--- config.mk ---
export PLATFORM = sky130hd
export DESIGN_NAME = sd_route_ctrl
export DESIGN_NICKNAME = d
export VERILOG_FILES = /design/src/rtl/sd_route_pkg.sv /design/src/rtl/sd_act_timer.sv /design/src/rtl/sd_route_ctrl.sv
export SDC_FILE = /design/constraint.sdc
export NUM_CORES = 1
export LEC_CHECK = 0
export CORE_ASPECT_RATIO = 0.6
export CORE_UTILIZATION = 59
export DETAILED_ROUTE_END_ITERATION = 7
export PLACE_DENSITY_LB_ADDON = 0.3
export SYNTH_ARGS = -nofsm -noshare
export SYNTH_HDL_FRONTEND = slang
export SYNTH_SLANG_ARGS = --single-unit
--- constraint.sdc ---
create_clock -name clock -period 5.55 [get_ports clock]
set_clock_uncertainty 0.2 [all_clocks]
set_input_delay 1.11 -clock clock [delete_from_list [all_inputs] [get_ports clock]]
set_output_delay 1.11 -clock clock [all_outputs]
set_load 0.01 [all_outputs]
--- src/rtl/sd_route_pkg.sv ---
// Shared types and default constants for the SD card route controller.
package sd_route_pkg;

   localparam int DEF_ACT_TIMEOUT = 1000000;
   localparam int DEF_IDLE_CYCLES = 16;

   typedef enum logic [1:0] {
      ST_RUN    = 2'd0,
      ST_DRAIN  = 2'd1,
      ST_SWITCH = 2'd2
   } route_state_t;

endpackage

--- src/rtl/sd_act_timer.sv ---
// SPI activity timer: restarts on any mosi/miso change, saturates at ACT_TIMEOUT.
module sd_act_timer
   import sd_route_pkg::*;
#(
   parameter int ACT_TIMEOUT = DEF_ACT_TIMEOUT
) (
   input  logic clock,
   input  logic reset,
   input  logic mosi,
   input  logic miso,
   output logic act
);

   localparam int CW = $clog2(ACT_TIMEOUT + 1);
   localparam logic [CW-1:0] C_MAX = CW'(ACT_TIMEOUT);

   logic          r_mosi_q;
   logic          r_miso_q;
   logic [CW-1:0] r_cnt;
   logic          w_chg;

   assign w_chg = (mosi != r_mosi_q) || (miso != r_miso_q);

   // Edge history and saturating idle-time counter; reset value reads as inactive.
   always_ff @(posedge clock or negedge reset) begin
      if (!reset) begin
         r_mosi_q <= 1'b0;
         r_miso_q <= 1'b0;
         r_cnt    <= C_MAX;
      end else begin
         r_mosi_q <= mosi;
         r_miso_q <= miso;
         if (w_chg)
            r_cnt <= '0;
         else if (r_cnt != C_MAX)
            r_cnt <= r_cnt + 1'b1;
      end
   end

   assign act = (r_cnt < C_MAX);

endmodule

--- src/rtl/sd_route_ctrl.sv ---
// Routes the core's SPI master to either the physical or the virtual SD card,
// switching only once the bus has been idle (cs high) long enough.
//
// state     | meaning
// ST_RUN    | bus routed to cur_sel, watching for a route request
// ST_DRAIN  | request pending, counting consecutive cs-high cycles
// ST_SWITCH | one cycle with both cards deselected, cur_sel takes req_sel
module sd_route_ctrl
   import sd_route_pkg::*;
#(
   parameter int ACT_TIMEOUT = DEF_ACT_TIMEOUT,
   parameter int IDLE_CYCLES = DEF_IDLE_CYCLES
) (
   input  logic clock,
   input  logic reset,
   input  logic img_mounted,
   input  logic img_nz,
   input  logic spi_ck,
   input  logic spi_cs,
   input  logic spi_mosi,
   output logic spi_miso,
   output logic phy_ck,
   output logic phy_cs,
   output logic phy_mosi,
   input  logic phy_miso,
   output logic vsd_ck,
   output logic vsd_cs,
   output logic vsd_mosi,
   input  logic vsd_miso,
   output logic vsd_sel,
   output logic led_vsd,
   output logic led_phy
);

   localparam int IW = (IDLE_CYCLES > 0) ? $clog2(IDLE_CYCLES + 1) : 1;
   localparam logic [IW-1:0] IDLE_MAX = IW'(IDLE_CYCLES);

   route_state_t  r_state;
   logic          r_cur_sel;
   logic          r_req_sel;
   logic [IW-1:0] r_idle;
   logic          r_led_vsd;
   logic          r_led_phy;

   logic [IW:0]   w_idle_nxt;
   logic          w_idle_done;
   logic          w_route_en;
   logic          w_act;

   assign w_idle_nxt  = {1'b0, r_idle} + {{IW{1'b0}}, 1'b1};
   assign w_idle_done = (w_idle_nxt >= {1'b0, IDLE_MAX});
   assign w_route_en  = (r_state != ST_SWITCH);

   // Route-selection FSM; a pending switch waits for IDLE_CYCLES consecutive cs-high cycles.
   always_ff @(posedge clock or negedge reset) begin
      if (!reset) begin
         r_state   <= ST_RUN;
         r_cur_sel <= 1'b0;
         r_req_sel <= 1'b0;
         r_idle    <= '0;
      end else begin
         if (img_mounted)
            r_req_sel <= img_nz;
         case (r_state)
            ST_RUN: begin
               r_idle <= '0;
               if (r_req_sel != r_cur_sel)
                  r_state <= ST_DRAIN;
            end
            ST_DRAIN: begin
               if (r_req_sel == r_cur_sel) begin
                  r_state <= ST_RUN;
                  r_idle  <= '0;
               end else if (spi_cs) begin
                  if (w_idle_done) begin
                     r_state <= ST_SWITCH;
                     r_idle  <= '0;
                  end else if (r_idle != IDLE_MAX) begin
                     r_idle <= w_idle_nxt[IW-1:0];
                  end
               end else begin
                  r_idle <= '0;
               end
            end
            ST_SWITCH: begin
               r_cur_sel <= r_req_sel;
               r_state   <= ST_RUN;
            end
            default: r_state <= ST_RUN;
         endcase
      end
   end

   // Activity LEDs follow the currently selected card.
   always_ff @(posedge clock or negedge reset) begin
      if (!reset) begin
         r_led_vsd <= 1'b0;
         r_led_phy <= 1'b0;
      end else begin
         r_led_vsd <= r_cur_sel & w_act;
         r_led_phy <= ~r_cur_sel & w_act;
      end
   end

   // Zero-latency bus mux; deselected cards see cs=1, ck=0, mosi=0.
   always_comb begin
      phy_ck   = 1'b0;
      phy_cs   = 1'b1;
      phy_mosi = 1'b0;
      vsd_ck   = 1'b0;
      vsd_cs   = 1'b1;
      vsd_mosi = 1'b0;
      spi_miso = 1'b1;
      if (w_route_en) begin
         if (r_cur_sel) begin
            vsd_ck   = spi_ck;
            vsd_cs   = spi_cs;
            vsd_mosi = spi_mosi;
            spi_miso = vsd_miso;
         end else begin
            phy_ck   = spi_ck;
            phy_cs   = spi_cs;
            phy_mosi = spi_mosi;
            spi_miso = phy_miso;
         end
      end
   end

   sd_act_timer #(
      .ACT_TIMEOUT (ACT_TIMEOUT)
   ) u_act_timer (
      .clock (clock),
      .reset (reset),
      .mosi  (spi_mosi),
      .miso  (spi_miso),
      .act   (w_act)
   );

   assign vsd_sel = r_cur_sel;
   assign led_vsd = r_led_vsd;
   assign led_phy = r_led_phy;

endmodule

-- Word-level counts from Yosys, hierarchy flattened
Index checks and enable logic that the tools add are counted.
- add/sub/neg operators: 2
- order comparisons: 2
- eq/ne operators: 13
- muxes and demuxes: 26
- bitwise logic cells: 3
- reduce and logical (&&, ||, !) cells: 6
- operators with widths (cell ; count):
    20-bit two-way mux ; 2
    20-bit by 1-bit adder with 20-bit output (second input constant) ; 1
    20-bit < comparator (second input constant) ; 1
    5-bit two-way mux ; 4
    20-bit != test (second input constant) ; 1
    1-bit two-way mux ; 14
    5-bit != test (second input constant) ; 2
    5-bit case mux with 2 select lines ; 1
    2-bit two-way mux ; 4
    5-bit by 1-bit adder with 6-bit output (second input constant) ; 1
    6-bit by 5-bit >= comparator with 1-bit output (second input constant) ; 1
    3-bit != test (second input constant) ; 2
    2-bit != test (second input constant) ; 2
    2-bit case mux with 2 select lines ; 1
    2-bit nonzero test ; 2
    1-bit != test ; 3
    3-bit AND reduction ; 1
    1-bit bitwise AND ; 2
    2-bit by 1-bit == test with 1-bit output (second input constant) ; 1
    2-bit == test (second input constant) ; 1
    2-bit zero test ; 1
    2-bit AND reduction ; 1
    1-bit == test ; 1
    1-bit logical OR ; 1
    1-bit NOT ; 1
- flip-flop bits (word level): 33
- output and inout bits: 10

-- Logic depth before layout (Yosys ltp)
Gate-level depths: netlist of run 1.
- depth in word-level cells: 6
- depth in mapped cells: 6
- depth with buffers taken out: 5

-- Hierarchy
From an unflattened synthesis of run 1, not the netlist that was laid out.
- cell total of the unflattened synthesis: 177
- area total of the unflattened synthesis: 1791.7 um^2
- by module, submodules not included (module ; instances ; cells each ; area each (um^2) ; sequential area each (um^2)):
    sd_act_timer ; 1 ; 126 ; 1192.4 ; 559.3
    sd_route_ctrl ; 1 ; 51 ; 599.3 ; 275.3

-- Worst setup path after synthesis of run 1
OpenSTA, ideal clock, no wires.
- path kind: input port to output port
- from: in spi_cs
- to: out phy_cs
- arrival time: 1494 ps
- data required time: 4240 ps
- slack: 2746 ps
- cell stages on the path: 1
- buffers on the path: 0
- cell sequence: or3_1
- longest elaborated chain between the ends: 2
- RTL lines (what ; line ; RTL):
    from (decl) ; sd_route_ctrl.sv:19 ; input logic spi_cs,
    1-bit two-way mux ; sd_route_ctrl.sv:115 ; if (r_cur_sel) begin
    1-bit two-way mux ; sd_route_ctrl.sv:114 ; if (w_route_en) begin
    to (decl) ; sd_route_ctrl.sv:23 ; output logic phy_cs,
No other way between the ends.

-- Worst setup path after layout of run 1
Ends and elaborated chain as after synthesis.

==> impl_metrics.toml, run 1 <==
[synth]
ys_types = 42
netlist_area_sq_um = 1728
syn_nets = 193
ys_seq_area_share_pct = 48.30
async_flop_share_pct = 100.0
ys_warn_count = 0
ys_seq_elements = 33
avgSynthCellArea_sq_um = 9.599
netlist_instances = 180
ys.flop_type = "dfrtp_1"
synth_edf_count = 0

[pwr]
clkPwrFrac_pct = 41.3
swShare_pct = 22.56
pwr-share-comb_pct = 6.6
power.density_nw_per_um2 = 233.5
leakage_nw = 0.8042
p_int_mw = 0.3702
vdd_drop_max_v = 0.0001963
total_power_mw = 0.4780
switchingPower_mw = 0.1078
power_frac_seq_pct = 52.1

[worst_setup_path]
cp_num_buf_inv = 2
crit_slowest_cell = "clkdlybuf4s50_1"
path_class = "in -> out"
cpMostUsedCell = "clkdlybuf4s50_1"
worstPathCellList = "clkdlybuf4s50_1, or3_1, clkdlybuf4s50_1"
reg2reg_from = "u_act_timer.r_cnt[6]"
worstPathRequired_ps = 4240
cpPeakStageDelay_ps = 480
cp_top_family = "buffers and inverters"
crit_path_end = "phy_cs"
r2r_end = "u_act_timer.r_cnt[19]"
cp.depth = 3
critPathLaunchType = "input port"
crit_start = "spi_cs"
reg2reg_depth = 4
r2r_slack_ps = 3240
end_kind = "output pin"
crit_arrival_ps = 2420
worstPathMaxFanout = 4

[global_route]
grt_overflow_total = 0
antenna_found_initial = 0
grt_max_degree = 34
grt_pass1_wl_um = 6637
grt_pass1_vias = 1446
track_usage_pct = 28.89

[timing]
post-route-period-util_pct = 67.22
rsz0062_at_grt = "no"
final_max_slew_viol_count = 0
setup_violations = 0
fin_crit_ps = 3731
fin_setup_tns_ps = 0
hold_slack_ps = 308.9
finalHoldViolCount = 0
fmax_ghz = 0.2681
max_slew.worst_pin.slew_ps = 781.2
relSlewSlack_pct = 47.78

[routing]
met2_length_um = 1826
wl_met1_um = 1633
route.detailed.drc = 0
viasPerCell = 6.252
first_iter_violations = 129
vias = 1513
top_layer = "met4"
wl_met3_um = 331
drtPass1Iterations = 5
wl_per_cell_um = 15.88
drt-total-wl_um = 3842
ant_nets = 0

[die]
rows = 14
core_area_sq_um = 2645
die_h_um = 43.92
start_util_pct = 65.33
die_x_um = 71.87
ios = 19
dieArea_sq_um = 3156

[clock_tree]
cts.sinks = 33
htreeDepth = 2
cts_root_buf = "clkbuf_8"
numCtsBuffers = 5
cts_buffer_depth = 2
tritoncts = "done"
cts-resized-gates = 0
post_cts_buffers = 0
clkTransAtPathRegs_ps = 70
hold_buffers = 0
clock_latency_ps = 280

[run_status]
status = "finished, final reports clean"

[run]
maxCapViolCount = 0

[placement]
portBuffers = 18
dpl.hpwl_um = 2768
globalplace.congestion = 0.8108

[cells_and_area]
fillers = 171
n_antenna_cell = 0
drive_gt1_share_pct = 9.406
nNetsFinal = 214
fin_util_pct = 77.39
layout_commonest_cell = "dfrtp_1"
area_delta_synth_final_pct = 18.46
final_cell_mix = "26 x dfrtp_1, 18 x clkdlybuf4s50_1, 15 x nor2_1"

[hold_path]
worstHoldPathType = "reg -> reg"
## stage by stage
stage / setup slack (ps) / cell area, sq um / instances
3_5_place_dp: 1812 / 1946 / 234
2_1_floorplan: 2746 / 1728 / 180
5_1_grt: 1785 / 2047 / 242
3_3_place_gp: 1861 / 1946 / 234
4_1_cts: 1809 / 2047 / 242
6_report: 1819 / 2047 / 242
## power groups by stage
stage                     combinational [mW]  clock [mW]  sequential [mW]
after detailed placement              0.0320           0            0.253
final                                 0.0317       0.197            0.249
after global routing                  0.0352       0.213            0.249
after CTS                             0.0323       0.200            0.249
after floorplan                       0.0141           0            0.252
after global placement                0.0295           0            0.253
## kinds of logic (layout without fill, tap and decap cells)
family          after synthesis  after routing  share of synthesized area (%)
buf+inv                      12             34                          2.679
compound gates               34             34                          12.17
flops                        33             33                          48.30
xor+xnor                     12             12                          6.083
fa+ha+maj                     4              4                          2.897
mux                           1              1                         0.5793
simple gates                 84             84                          27.30
## metal layers
| layer | vias up | track usage, % |
|---|---|---|
| li1 | 694 | - |
| met2 | 81 | 46.79 |
| met3 | 8 | 8.140 |
| met5 | - | 0 |
| met4 | 0 | 10.98 |
| met1 | 730 | 37.75 |
## area by class of cell
cell class              count  area (sq um)  area share (%)
repair buffers             19         187.7           9.169
flip-flops and latches     33         834.6           40.77
inverters                   7         26.28           1.284
clock inverters             1         5.005          0.2445
clock buffers               7         96.34           4.707
multi-input cells         135         847.1           41.38
well taps                  40         50.05           2.445
## flip-flops by register name (all words and copies together), names as in the netlist
| name | flops |
|---|---|
| u_act_timer.r_cnt | 20 |
| r_state | 2 |
| r_idle | 5 |
| led_vsd | 1 |
| u_act_timer.r_miso_q | 1 |
| led_phy | 1 |
| u_act_timer.r_mosi_q | 1 |
| vsd_sel | 1 |
| r_req_sel | 1 |
## worst reg2reg max path, delay by kind of cell (launching register included)
kind            cells  cell delay [ps]
compound gates      1              170
simple gates        3             1230
flops               1              620
## worst min-delay path by stage
stage | start | endpoint | slack [ps] | cells past startpoint
finish | u_act_timer.r_cnt[19] | u_act_timer.r_cnt[19] | 310 | 2
global placement | u_act_timer.r_cnt[19] | u_act_timer.r_cnt[19] | 270 | 2
global route | u_act_timer.r_cnt[18] | u_act_timer.r_cnt[18] | 330 | 2
floorplan | r_state[0] | r_state[0] | 260 | 1
detailed placement | u_act_timer.r_cnt[19] | u_act_timer.r_cnt[19] | 300 | 2
CTS | u_act_timer.r_cnt[19] | u_act_timer.r_cnt[19] | 310 | 2
## cell usage after synthesis, types with 2 or more instances
cell      number  share of area, %
nor2_1        15               3.3
ha_1           4               2.9
nor2b_1        3               1.1
nor3_1         5               1.4
nand3_1       13               3.8
dfstp_2        7                11
nand2_1        9               2.0
xor2_1         8               4.1
nand4_1        7               2.5
clkbuf_1       4              0.87
a21oi_1       11               3.2
o21ai_0       10               2.9
or3_1          7               2.5
and4_1         2               1.0
or4_1          2              0.87
a31oi_1        2              0.72
and2_1         4               1.4
and3_1         5               1.8
nand2b_1       2              0.72
dfrtp_1       26                38
inv_1          7               1.5
nor4_1         2              0.72
o31ai_1        3               1.3
xnor2_1        4               2.0
(Power assumes the default switching activity.)
==> run 2: changes to the inputs <==
CORE_UTILIZATION = 50   (was 59)
clock period = 3.2 ns   (was 5.55 ns; I/O delays follow)
==> run 2 against run 1 <==
  * Cell count grew 2.5%
  * Sequential share of layout area down 0.54 points
  * Critical path depth is the same
  * Highest routed layer unchanged
  * Power increased by 84%
  * Via count down 3.8%
  * Sequential cell count stayed put
  * Worst setup slack lost 1400 ps
  * Core utilization down 14 points
  * Final area increased by 1.3%
  * Critical path type unchanged
  * Die area up 17%
  * First-iteration DRC count is 16% lower
  * Combinational power grew 79%
==> impl_metrics.toml, run 2 (synthesis gave the netlist of run 1 again) <==
[clock_tree]
hold_buffers = 0
htreeDepth = 2
cts.sinks = 33
cts_buffer_depth = 2
cts_root_buf = "clkbuf_8"
clkTransAtPathRegs_ps = 60
cts-resized-gates = 0
numCtsBuffers = 5
tritoncts = "done"
post_cts_buffers = 0
clock_latency_ps = 290

[global_route]
grt_overflow_total = 0
track_usage_pct = 22.45
grt_pass1_vias = 1320
grt_max_degree = 34
grt_pass1_wl_um = 6085
antenna_found_initial = 0

[die]
die_x_um = 77.89
die_h_um = 47.54
core_area_sq_um = 3283
start_util_pct = 52.63
ios = 19
dieArea_sq_um = 3703
rows = 16

[cells_and_area]
reg_top3 = "u_act_timer.r_cnt (20), r_idle (5), r_state (2)"
area_delta_synth_final_pct = 20.06
layout_commonest_cell = "dfrtp_1"
largest_reg_flops = 20
regMostFlops = "u_act_timer.r_cnt"
nNetsFinal = 215
n_antenna_cell = 0
drive_gt1_share_pct = 9.852
design_area_sq_um = 2074
final_cell_mix = "26 x dfrtp_1, 18 x clkdlybuf4s50_1, 15 x nor2_1"

[worst_setup_path]
reg2reg_from = "u_act_timer.r_cnt[6]"
end_kind = "output pin"
worstPathMaxFanout = 4
r2r_slack_ps = 920
r2r_end = "u_act_timer.r_cnt[19]"
critPathLaunchType = "input port"
crit_arrival_ps = 1950
path_class = "in -> out"
worstPathRequired_ps = 2360
reg2reg_depth = 4

[routing]
ant_nets = 0
vias = 1455
drtPass1Iterations = 4
route.detailed.drc = 0
first_iter_violations = 108
viasPerCell = 5.867
wl_per_cell_um = 14.66
drt-total-wl_um = 3636

[timing]
hold_slack_ps = 319.6
setup_slack_ps = 406.5
finalHoldViolCount = 0
relSlewSlack_pct = 62.29
final_max_slew_viol_count = 0
fin_setup_tns_ps = 0
rsz0062_at_grt = "no"
max_slew.worst_pin.slew_ps = 560.5
setup_violations = 0
fin_crit_ps = 2793
fmax_ghz = 0.3580
post-route-period-util_pct = 87.30

[run_status]
status = "finished, final reports clean"

[placement]
dp_slack_ps = 406.3
placed_area_sq_um = 1959
portBuffers = 18
dpl.hpwl_um = 2568
globalplace.congestion = 0.8362

[run]
maxCapViolCount = 0

[hold_path]
worstHoldStart = "u_act_timer.r_cnt[18]"
holdPathStages = 2
worstHoldPathType = "reg -> reg"
hold_end = "u_act_timer.r_cnt[18]"

[pwr]
leakage_nw = 0.8088
power.density_nw_per_um2 = 424.3
total_power_mw = 0.8802
vdd_drop_max_v = 0.0002908
[run 2: layer usage]
| metal | vias to the layer above | global-route usage (%) | share of wire [%] | wire, um |
|---|---|---|---|---|
| met1 | 723 | 30.20 | 51 | 1849 |
| li1 | 693 | - | - | - |
| met4 | 0 | 9.259 | 1.6 | 59 |
| met2 | 32 | 35.40 | 44 | 1599 |
| met3 | 7 | 6.286 | 3.5 | 127 |
| met5 | - | 0 | 0 | 0 |
[run 2: through the flow]
step	utilization, %	cells
after floorplan	-	180
after global placement	59.68	240
after detailed placement	59.68	240
after CTS	63.19	248
after global routing	63.19	248
final	63.19	248
[run 2: worst max-delay path by stage]
stage                               startpoint               endpoint  slack [ps]  cells after the start
after floorplan           u_act_timer.r_cnt[6]  u_act_timer.r_cnt[19]        1000                      5
after global placement                  spi_cs                 phy_cs         440                      3
after detailed placement                spi_cs                 phy_cs         410                      3
after CTS                               spi_cs                 phy_cs         400                      3
after global routing                r_state[1]                 vsd_cs         340                      4
final                                   spi_cs                 phy_cs         410                      3
[run 2: critical path, cell delays in order]
cell	delay (ps)
clkdlybuf4s50_1	470
or3_1	360
clkdlybuf4s50_1	480
[run 2: power by group]
group	switching (mW)	internal, mW	total, mW
Clock	0.159	0.233	0.392
Sequential	0.00780	0.424	0.432
Combinational	0.0317	0.0250	0.0568
[run 2: layout make-up]
cell class / count / area (sq um)
clock buffer: 5 / 68.82
clock inverter: 3 / 46.29
fill: 273 / 1209
inverter: 7 / 26.28
multi-input combinational: 135 / 847.1
sequential: 33 / 834.6
tap: 45 / 56.30
timing repair buffer: 20 / 195.2
==> run 3: changes to the inputs <==
PLACE_DENSITY_LB_ADDON = 0.08   (was 0.3)
==> run 3 against run 2 <==
  * Cell count did not move
  * Register-to-register slack barely moved
  * Clock-buffer cell count rose by 2
  * Highest routed layer unchanged
  * Non-clock buffer count did not move
  * Critical path type unchanged
  * Sequential share of layout area barely moved
  * First-iteration DRC count fell by 51%
  * Combinational power fell by 1%
  * Via count fell by 0.27%
  * Final area barely moved
  * Hold slack got worse by 8.4 ps
  * Sequential power barely moved
  * Critical endpoint unchanged
==> impl_metrics.toml, run 3 (synthesis gave the netlist of run 1 again) <==
[clock_tree]
cts.sinks = 33
cts-resized-gates = 0
cts_buffer_depth = 2
htreeDepth = 2
numCtsBuffers = 5
cts_root_buf = "clkbuf_8"
clock_latency_ps = 290
hold_buffers = 0
tritoncts = "done"
clkTransAtPathRegs_ps = 60
post_cts_buffers = 0

[global_route]
grt_pass1_vias = 1289
antenna_found_initial = 0
grt_max_degree = 34
grt_pass1_wl_um = 5851
grt_overflow_total = 0
track_usage_pct = 22.06

[cells_and_area]
n_antenna_cell = 0
nNetsFinal = 215
regMostFlops = "u_act_timer.r_cnt"
layout_commonest_cell = "dfrtp_1"
design_area_sq_um = 2076
largest_reg_flops = 20
area_delta_synth_final_pct = 20.13
final_cell_mix = "26 x dfrtp_1, 18 x clkdlybuf4s50_1, 15 x nor2_1"
fillers = 280
reg_top3 = "u_act_timer.r_cnt (20), r_idle (5), r_state (2)"
drive_gt1_share_pct = 9.360

[run]
maxCapViolCount = 0

[timing]
max_slew.worst_pin.slew_ps = 509.2
setup_violations = 0
rsz0062_at_grt = "no"
hold_slack_ps = 311.1
relSlewSlack_pct = 65.74
post-route-period-util_pct = 86.29
finalHoldViolCount = 0
fin_setup_tns_ps = 0
fin_crit_ps = 2761
fmax_ghz = 0.3622
final_max_slew_viol_count = 0

[worst_setup_path]
cp_top_family = "buffers and inverters"
critPathLaunchType = "input port"
path_class = "in -> out"
worstPathRequired_ps = 2360
cp_num_buf_inv = 2
worstPathCellList = "clkdlybuf4s50_1, or3_1, clkdlybuf4s50_1"
worstPathMaxFanout = 4
crit_arrival_ps = 1920
cpMostUsedCell = "clkdlybuf4s50_1"
cpPeakStageDelay_ps = 480
end_kind = "output pin"
crit_slowest_cell = "clkdlybuf4s50_1"

[routing]
drt-total-wl_um = 3680
first_iter_violations = 53
vias = 1451
ant_nets = 0
viasPerCell = 5.851
drtPass1Iterations = 4
wl_per_cell_um = 14.84
route.detailed.drc = 0

[pwr]
leakage_nw = 0.8129
power.density_nw_per_um2 = 428.3
vdd_drop_max_v = 0.0003120

[hold_path]
worstHoldPathType = "reg -> reg"

[die]
die_x_um = 77.89
ios = 19
core_area_sq_um = 3283
start_util_pct = 52.63
die_h_um = 47.54
dieArea_sq_um = 3703
rows = 16

[placement]
placed_area_sq_um = 1959
dpl.hpwl_um = 2677
portBuffers = 18
globalplace.congestion = 0.8523

[run_status]
status = "finished, final reports clean"
run 3: path summary, 6_finish.rpt:
check | startpoint | to | slack [ps] | cells after the start
setup / recovery | spi_cs | phy_cs | 440 | 3
hold / removal | r_state[0] | r_state[0] | 310 | 1
max in group asynchronous | reset | u_act_timer.r_cnt[9] | 1920 | 2
min in group asynchronous | reset | r_idle[2] | 560 | 2
setup reg to reg | u_act_timer.r_cnt[6] | u_act_timer.r_cnt[19] | 910 | 4
hold reg to reg | r_state[0] | r_state[0] | 310 | 1
run 3: area by class of cell:
cell class | count | area, sq um | share of cell area [%]
Clock buffer | 7 | 86.33 | 4.159
Clock inverter | 1 | 30.03 | 1.447
Inverter | 7 | 26.28 | 1.266
Multi-Input combinational cell | 135 | 847.1 | 40.81
Sequential cell | 33 | 834.6 | 40.20
Tap cell | 45 | 56.30 | 2.712
Timing Repair Buffer | 20 | 195.2 | 9.403
run 3: power breakdown:
| group | internal (mW) | total, mW | switching [mW] | leakage [nW] |
|---|---|---|---|---|
| clock | 0.254 | 0.401 | 0.147 | 0.0585 |
| combinational | 0.0248 | 0.0560 | 0.0311 | 0.334 |
| sequential | 0.424 | 0.432 | 0.00779 | 0.420 |
| total | 0.703 | 0.889 | 0.186 | 0.813 |
run 3: per-stage QoR:
| step | utilization, % | power [mW] | cells | worst slack, ps |
|---|---|---|---|---|
| final | 63.22 | 0.8891 | 248 | 438.8 |
| after global routing | 63.22 | 0.9255 | 248 | 342.3 |
| after CTS | 63.22 | 0.9008 | 248 | 438.0 |
| after detailed placement | 59.68 | 0.4961 | 240 | 438.6 |
| after global placement | 59.68 | 0.4919 | 240 | 449.1 |
| after floorplan | - | 0.4616 | 180 | 1001 |
run 3: routing by layer:
metal  share of wire, %  up-vias  track usage [%]
met5                  0        -                0
met4                1.3        0            12.22
met3                5.8        7            6.857
met2                 44       42            34.51
met1                 49      710            28.45
li1                   -      692                -
